**config.mk**
```make
export PLATFORM = sky130hd
export DESIGN_NAME = seg_display_scan
export DESIGN_NICKNAME = d
export VERILOG_FILES = /design/src/rtl/seg_display_scan.sv
export SDC_FILE = /design/constraint.sdc
export NUM_CORES = 1
export LEC_CHECK = 0
export CELL_PAD_IN_SITES_DETAIL_PLACEMENT = 2
export CELL_PAD_IN_SITES_GLOBAL_PLACEMENT = 2
export CORE_UTILIZATION = 29
export CTS_BUF_LIST = sky130_fd_sc_hd__clkbuf_8 sky130_fd_sc_hd__clkbuf_16
export DETAILED_ROUTE_END_ITERATION = 10
export PLACE_DENSITY_LB_ADDON = 0.1
export SYNTH_ARGS = -nofsm -noshare
export SYNTH_HDL_FRONTEND = slang
export SYNTH_SLANG_ARGS = --single-unit
export TNS_END_PERCENT = 5
```
**constraint.sdc**
```tcl
create_clock -name clk -period 10.2 [get_ports clk]
set_clock_uncertainty 0.2 [all_clocks]
set_input_delay 3.06 -clock clk [delete_from_list [all_inputs] [get_ports clk]]
set_output_delay 3.06 -clock clk [all_outputs]
set_load 0.02 [all_outputs]
```
**src/rtl/seg_display_scan.sv**
```systemverilog
// rtl/seg_display_scan.sv - selects a CPU statistic with a debounced button and scans it onto an 8-digit 7-segment display
module seg_display_scan #(
  parameter int SCAN_DIV        = 17,
  parameter int DEBOUNCE_CYCLES = 1000000
) (
  input  logic        clk,
  input  logic        rst,
  input  logic [31:0] led_data_in,
  input  logic        led_cpu_enable,
  input  logic [31:0] total_cycles,
  input  logic [31:0] uncondi_branch_num,
  input  logic [31:0] condi_branch_num,
  input  logic [31:0] bubble_num,
  input  logic        mode_btn,
  output logic [2:0]  mode,
  output logic [7:0]  seg_an,
  output logic [7:0]  seg_cat
);
  localparam int CW = $clog2(DEBOUNCE_CYCLES + 1);

  typedef enum logic [2:0] {
    M_LED    = 3'd0,
    M_TOTAL  = 3'd1,
    M_UNCOND = 3'd2,
    M_COND   = 3'd3,
    M_BUBBLE = 3'd4
  } mode_t;

  mode_t               state;
  logic                mode_chg;
  logic [SCAN_DIV-1:0] presc;
  logic [2:0]          idx;
  logic [31:0]         disp;
  logic [31:0]         hold;
  logic [31:0]         src;
  logic                btn_s1, btn_s2, stable;
  logic [CW-1:0]       cnt;
  logic                tick, settle, adv;
  logic [3:0]          nib;

  assign tick   = &presc;
  assign settle = (btn_s2 != stable) && (cnt == CW'(DEBOUNCE_CYCLES - 1));
  assign adv    = settle && btn_s2;

  // Synchronizer and debounce; only a settled press (0->1) advances the mode
  always_ff @(posedge clk) begin
    if (rst) begin
      btn_s1 <= 1'b0;
      btn_s2 <= 1'b0;
      stable <= 1'b0;
      cnt    <= '0;
    end else begin
      btn_s1 <= mode_btn;
      btn_s2 <= btn_s1;
      if (btn_s2 == stable) begin
        cnt <= '0;
      end else if (settle) begin
        stable <= btn_s2;
        cnt    <= '0;
      end else begin
        cnt <= cnt + 1'b1;
      end
    end
  end

  always_ff @(posedge clk) begin
    if (rst) begin
      state    <= M_LED;
      mode_chg <= 1'b0;
    end else begin
      mode_chg <= adv;
      if (adv) begin
        case (state)
          M_LED:    state <= M_TOTAL;
          M_TOTAL:  state <= M_UNCOND;
          M_UNCOND: state <= M_COND;
          M_COND:   state <= M_BUBBLE;
          default:  state <= M_LED;
        endcase
      end
    end
  end

  assign mode = state;

  always_comb begin
    src = 32'h0;
    case (state)
      M_LED:    src = hold;
      M_TOTAL:  src = total_cycles;
      M_UNCOND: src = uncondi_branch_num;
      M_COND:   src = condi_branch_num;
      M_BUBBLE: src = bubble_num;
      default:  src = 32'h0;
    endcase
  end

  // Reload only at frame end or right after a mode change so a frame never mixes two samples
  always_ff @(posedge clk) begin
    if (rst) begin
      presc <= '0;
      idx   <= 3'd0;
      disp  <= 32'h0;
      hold  <= 32'h0;
    end else begin
      presc <= presc + 1'b1;
      if (tick) idx <= idx + 3'd1;
      if ((tick && idx == 3'd7) || mode_chg) disp <= src;
      if (led_cpu_enable) hold <= led_data_in;
    end
  end

  assign nib    = disp[{idx, 2'b00} +: 4];
  assign seg_an = ~(8'b1 << idx);

  always_comb begin
    seg_cat = 8'hFF;
    case (nib)
      4'h0: seg_cat[6:0] = 7'h40;
      4'h1: seg_cat[6:0] = 7'h79;
      4'h2: seg_cat[6:0] = 7'h24;
      4'h3: seg_cat[6:0] = 7'h30;
      4'h4: seg_cat[6:0] = 7'h19;
      4'h5: seg_cat[6:0] = 7'h12;
      4'h6: seg_cat[6:0] = 7'h02;
      4'h7: seg_cat[6:0] = 7'h78;
      4'h8: seg_cat[6:0] = 7'h00;
      4'h9: seg_cat[6:0] = 7'h10;
      4'hA: seg_cat[6:0] = 7'h08;
      4'hB: seg_cat[6:0] = 7'h03;
      4'hC: seg_cat[6:0] = 7'h46;
      4'hD: seg_cat[6:0] = 7'h21;
      4'hE: seg_cat[6:0] = 7'h06;
      default: seg_cat[6:0] = 7'h0E;
    endcase
    seg_cat[7] = !(idx == 3'd7 && state != M_LED);
  end
endmodule

```
======== After elaboration in Yosys (flattened, before gate mapping) ========
Memory sizes are Yosys's and may differ from the RTL's.
Index checks and enable logic that the tools add are counted.
storage, ports and cells
  register bits after elaboration ......... 111
  bits in read-only memories .............. 112
  output and inout bits ................... 19
  memories ................................ 1
operators by class
  add/sub/neg operators ................... 3
  eq/ne operators ......................... 8
  shift operators ......................... 2
  multiplexer cells ....................... 2
  bitwise gates (word level) .............. 2
  reductions and logical operators ........ 11
memory list
  memory            words  bits a word  rd ports  clocked after Yosys merged registers in  wr ports  RTL line  RTL
  (name not given)  16     7            1         0                                        0         118       case (nib)
operators by type and width
  cell                   number
  $pmux 32 s5            1
  $shiftx 32x6->4        1
  $add 20x1->20 const B  1
  $eq 20x20->1 const B   1
  $add 17x1->17 const B  1
  $reduce_and 17->1      1
  $pmux 3 s4             1
  $not 8->8              1
  $shl 1x3->8 const A    1
  $eq 3x2->1 const B     2
  $eq 3x3->1 const B     2
  $logic_and 1x1->1      4
  $add 3x1->3 const B    1
  $eq 3x1->1 const B     1
  $logic_not 3->1        1
  $reduce_bool 3->1      1
  $reduce_or 3->1        1
  $reduce_and 2->1       1
  $eq 1x1->1             1
  $logic_not 1->1        1
  $logic_or 1x1->1       1
  $ne 1x1->1             1
  $not 1->1              1

======== Logic depth before layout (Yosys ltp) ========
  depth in word-level cells ............... 3
  depth in mapped cells ................... 10

======== Worst setup path after synthesis ========
OpenSTA, ideal clock, no wires.
  path kind ............................... flip-flop to output port
  start ................................... register idx[0]
  end ..................................... output port seg_cat[4]
  arrival time ............................ 2.535 ns
  data required time ...................... 6.940 ns
  slack ................................... 4.405 ns
  stages on the path, launching flop included .. 8
  buffers on the path ..................... 1
  cells stage by stage .................... dfxtp_1 buf_2 mux4_2 mux2i_1 inv_1 ha_1 mux2_2 o21ai_0
on the way
  word-level cells in the longest chain between the ends .. 2
ends and longest elaborated chain
  item                    RTL line  RTL
  from (decl)             32        logic [2:0] idx;
  from (signal assigned)  107       if (tick) idx <= idx + 3'd1;
  $shiftx 32x6->4         113       assign nib = disp[{idx, 2'b00} +: 4];
  $mem_v2 16x7            n/a
  to (decl)               17        output logic [7:0] seg_cat
Every way passes these cells.

======== Worst setup path after layout ========
Ends and elaborated chain as after synthesis.

==> summary.md <==
| Metric | Value |
|---|---|
| Area Growth Syn to Fin | 39.83% |
| Clk slew on worst S/H paths | 80 ps |
| Min cycle time layout | 6910 ps |
| Grt ovf | 0 |
| CTS sink count | 111 |
| CP max stage cell | dfxtp_1 |
| RR Endpoint | disp[12]$_SDFFE_PP0P_ |
| DR WL met2 | 11.37 mm |
| CP Data Required Time | 6940 ps |
| RSZ-0062 raised after global routing | false |
| Synthesis Warnings | 0 |
| Met1 Routed Length | 9.161 mm |
| CTS max path bufs | 2 |
| Post-cts gate resize count | 0 |
| #FFs+latches synth | 111 |
| Setup TNS | 0 ps |
| CP Launch Type | register |
| Drt drc | 0 |
| CP endpoint | seg_cat[4] |
| Met3 WL | 887 um |
| H-Tree Depth | 3 |
| Synth Net Count | 829 |
| Die Ht | 143.8 um |
| Dominant synthesized flop cell | dfxtp_1 |
| # nets final | 980 |
| Slew HR | 27.46% |
| Critical path type | reg2out |
| Asr flop ratio synth | 0% |
| Chip width | 143.8 um |
| Final-layout fill cell count | 2129 |
| Vias | 5511 |
| Final setup violation count | 0 |
| Netlist cell types | 42 |
| CTS tree | done |
| Max cap viols | 0 |
| Worst-margin pin slew | 1088 ps |
| Share of cells above drive strength 1 | 5.824% |
| Worst-skew pair later-pin latency | 360 ps |
| PD cells | 113.6 mW/mm2 |
| Pin count of the biggest net entering global routing | 93 |
| Source of the critical timing path | idx[0]$_SDFFE_PP0P_ |
| Die area | 0.02069 mm2 |
| CTS root buffer | clkbuf_16 |
| Final WL | 21.72 mm |
| Dpl hpwl | 16.30 mm |
| Initial Utilization | 29.78% |
| Gr usage total | 21.54% |
| Outcome | finished, final reports clean |
| EDFF count, synth | 0 |
| CTS Buf Count | 9 |
| # hold bufs at CTS | 0 |
| Number of core rows | 51 |
| Hold Vio Cnt, Final | 0 |
| Pwr Total | 926.7 uW |
| Synth Instances | 651 |
| Synthesized area | 0.005833 mm2 |
| Reg2Reg Depth | 9 |
| Crit path largest cell delay | 780 ps |
| Port Buffers | 182 |
| DR top layer | met4 |
| Routed Antenna Nets | 0 |
| Hold Crit Class | reg2reg |
| Drt first-iter violations | 177 |
| Peak VDD IR | 0.00008714 V |
| Gp weighted congestion | 0.7787 |
| Crit-path cells | mux4_2, mux2i_1, inv_1, ha_1, mux2_2, o21ai_0, clkdlybuf4s50_1 |
| Vias in the first global route | 6196 |
| Core ar. | 0.01959 mm2 |
| Pleak | 2.862 nW |
| Fin crit share | 67.75% |
| Worst r2r src | presc[10]$_SDFF_PP0_ |
| Fmax | 144.7 MHz |
| CP arrival | 3650 ps |
| Avg Synthesized Cell Area | 8.960 um2 |
| First-pass GRT wire length | 33.43 mm |
| FF-to-FF setup slack | 6820 ps |
| CP endpoint kind | output port |
| Final Slew Violations | 0 |
| Routed len/inst | 20.25 um |
| Number of post-CTS setup repair buffers | 0 |
| Crit Path Max Fanout | 12 |
| Via density | 5.136 |
| Detailed Routing Iterations Pass 1 | 4 |
| Post-synthesis sequential area ratio | 38.10% |
| I/O pins | 183 |
| Initial antenna violation count | 0 |
## synth_stat cells (2+ instances only)
cell       count  area share [%]
nor3b_1        3            0.39
xnor2_1       12             1.8
dfxtp_1      111              38
and4_1         3            0.45
nor3_1         7            0.60
nand2b_1       5            0.54
nor2_1        64             4.1
mux4_2         9             3.5
a22o_1        32             4.8
o2bb2ai_1     32             4.8
xor2_1        12             1.8
nand3_1       12             1.0
buf_1          8            0.51
nand4_1       13             1.4
buf_2          2            0.17
nor4_1         4            0.43
mux2_2         3            0.58
a21oi_1       45             3.9
nand2_1       46             3.0
ha_1          14             3.0
clkbuf_1      39             2.5
inv_1         16             1.0
nor2b_1        6            0.64
and3_1         4            0.43
o31ai_1        5            0.64
and2_1         2            0.21
o21ai_0       42             3.6
mux2i_1       72              12
or3_1          9            0.97
or4_1          7            0.90
## report_power, final
group	switching, mW	total [mW]	internal, mW
Clock	0.174	0.343	0.169
Combinational	0.0476	0.131	0.0838
Sequential	0.00948	0.452	0.442
## cells by family after synthesis
kind of cell	after synthesis	share of synthesized area, %
flops	111	38.10
xor+xnor	24	3.604
compound gates	163	18.70
buf+inv	66	4.290
mux	85	16.65
fa+ha+maj	14	3.003
simple gates	188	15.66
## per-layer routing
metal | track usage [%] | vias to the layer above
li1 | - | 2659
met1 | 24.85 | 2730
met2 | 40.38 | 105
met3 | 2.932 | 17
met4 | 7.055 | 0
met5 | 0 | -
## stage by stage
stage	utilization (%)	std cells	cell area [um2]	worst slack, ps	hold slack (ps)
floorplan	-	651	5833	4405	213.0
global placement	40.20	1056	7875	3714	221.8
detailed placement	40.20	1056	7875	3596	232.8
CTS	41.62	1072	8154	3211	248.7
global route	41.62	1072	8154	3088	264.3
finish	41.64	1073	8157	3290	244.6
## worst min-delay path by stage
stage,slack (ps),to,startpoint,cells past startpoint
after floorplan,210,cnt[0]$_SDFF_PP0_,cnt[0]$_SDFF_PP0_,1
after global placement,220,btn_s2$_SDFF_PP0_,btn_s1$_SDFF_PP0_,1
after detailed placement,230,btn_s2$_SDFF_PP0_,btn_s1$_SDFF_PP0_,1
after CTS,250,btn_s2$_SDFF_PP0_,btn_s1$_SDFF_PP0_,1
after global routing,260,cnt[0]$_SDFF_PP0_,cnt[0]$_SDFF_PP0_,1
final,240,btn_s2$_SDFF_PP0_,btn_s1$_SDFF_PP0_,1
## layout by cell type (no fill, tap or decap), types with 3 or more instances in the layout
cell type,instances
mux2_2,3
nor3_1,6
or3_1,9
and4_1,3
xnor2_1,12
nand3_1,12
o31ai_1,5
inv_1,16
ha_1,14
nand2_1,46
mux2i_1,72
o21ai_0,42
buf_4,8
a21oi_1,44
clkbuf_16,9
a22o_1,32
o2bb2ai_1,32
clkdlybuf4s50_1,180
and3_1,4
inv_6,4
nand2b_1,5
nor2b_1,6
or4_1,7
nor2_1,63
nand4_1,13
nor4_1,4
xor2_1,12
dfxtp_1,110
mux4_2,9
## state kept, by name, summed over array words and instances, names as in the netlist
register and cells:
presc 17, mode 3, cnt 20, hold 32, stable 1, idx 3
disp 32, btn_s2 1, btn_s1 1, mode_chg 1
## critical path: cells and delay by family, from the launching register on
family          cells  cell delay (ps)
flops               1              780
compound gates      1              180
buf+inv             2              770
mux                 3             1300
fa+ha+maj           1              260
## layout make-up
class,count,area (um2),area share [%]
well taps,265,331.6,4.065
clock inverters,7,53.80,0.6596
inverters,17,63.81,0.7823
repair buffers,189,1867,22.89
multi-input cells,474,3390,41.56
clock buffers,9,225.2,2.761
diodes,1,2.502,0.03068
flip-flops and latches,111,2223,27.26
Note: power is estimated with default switching activity, not from simulation.
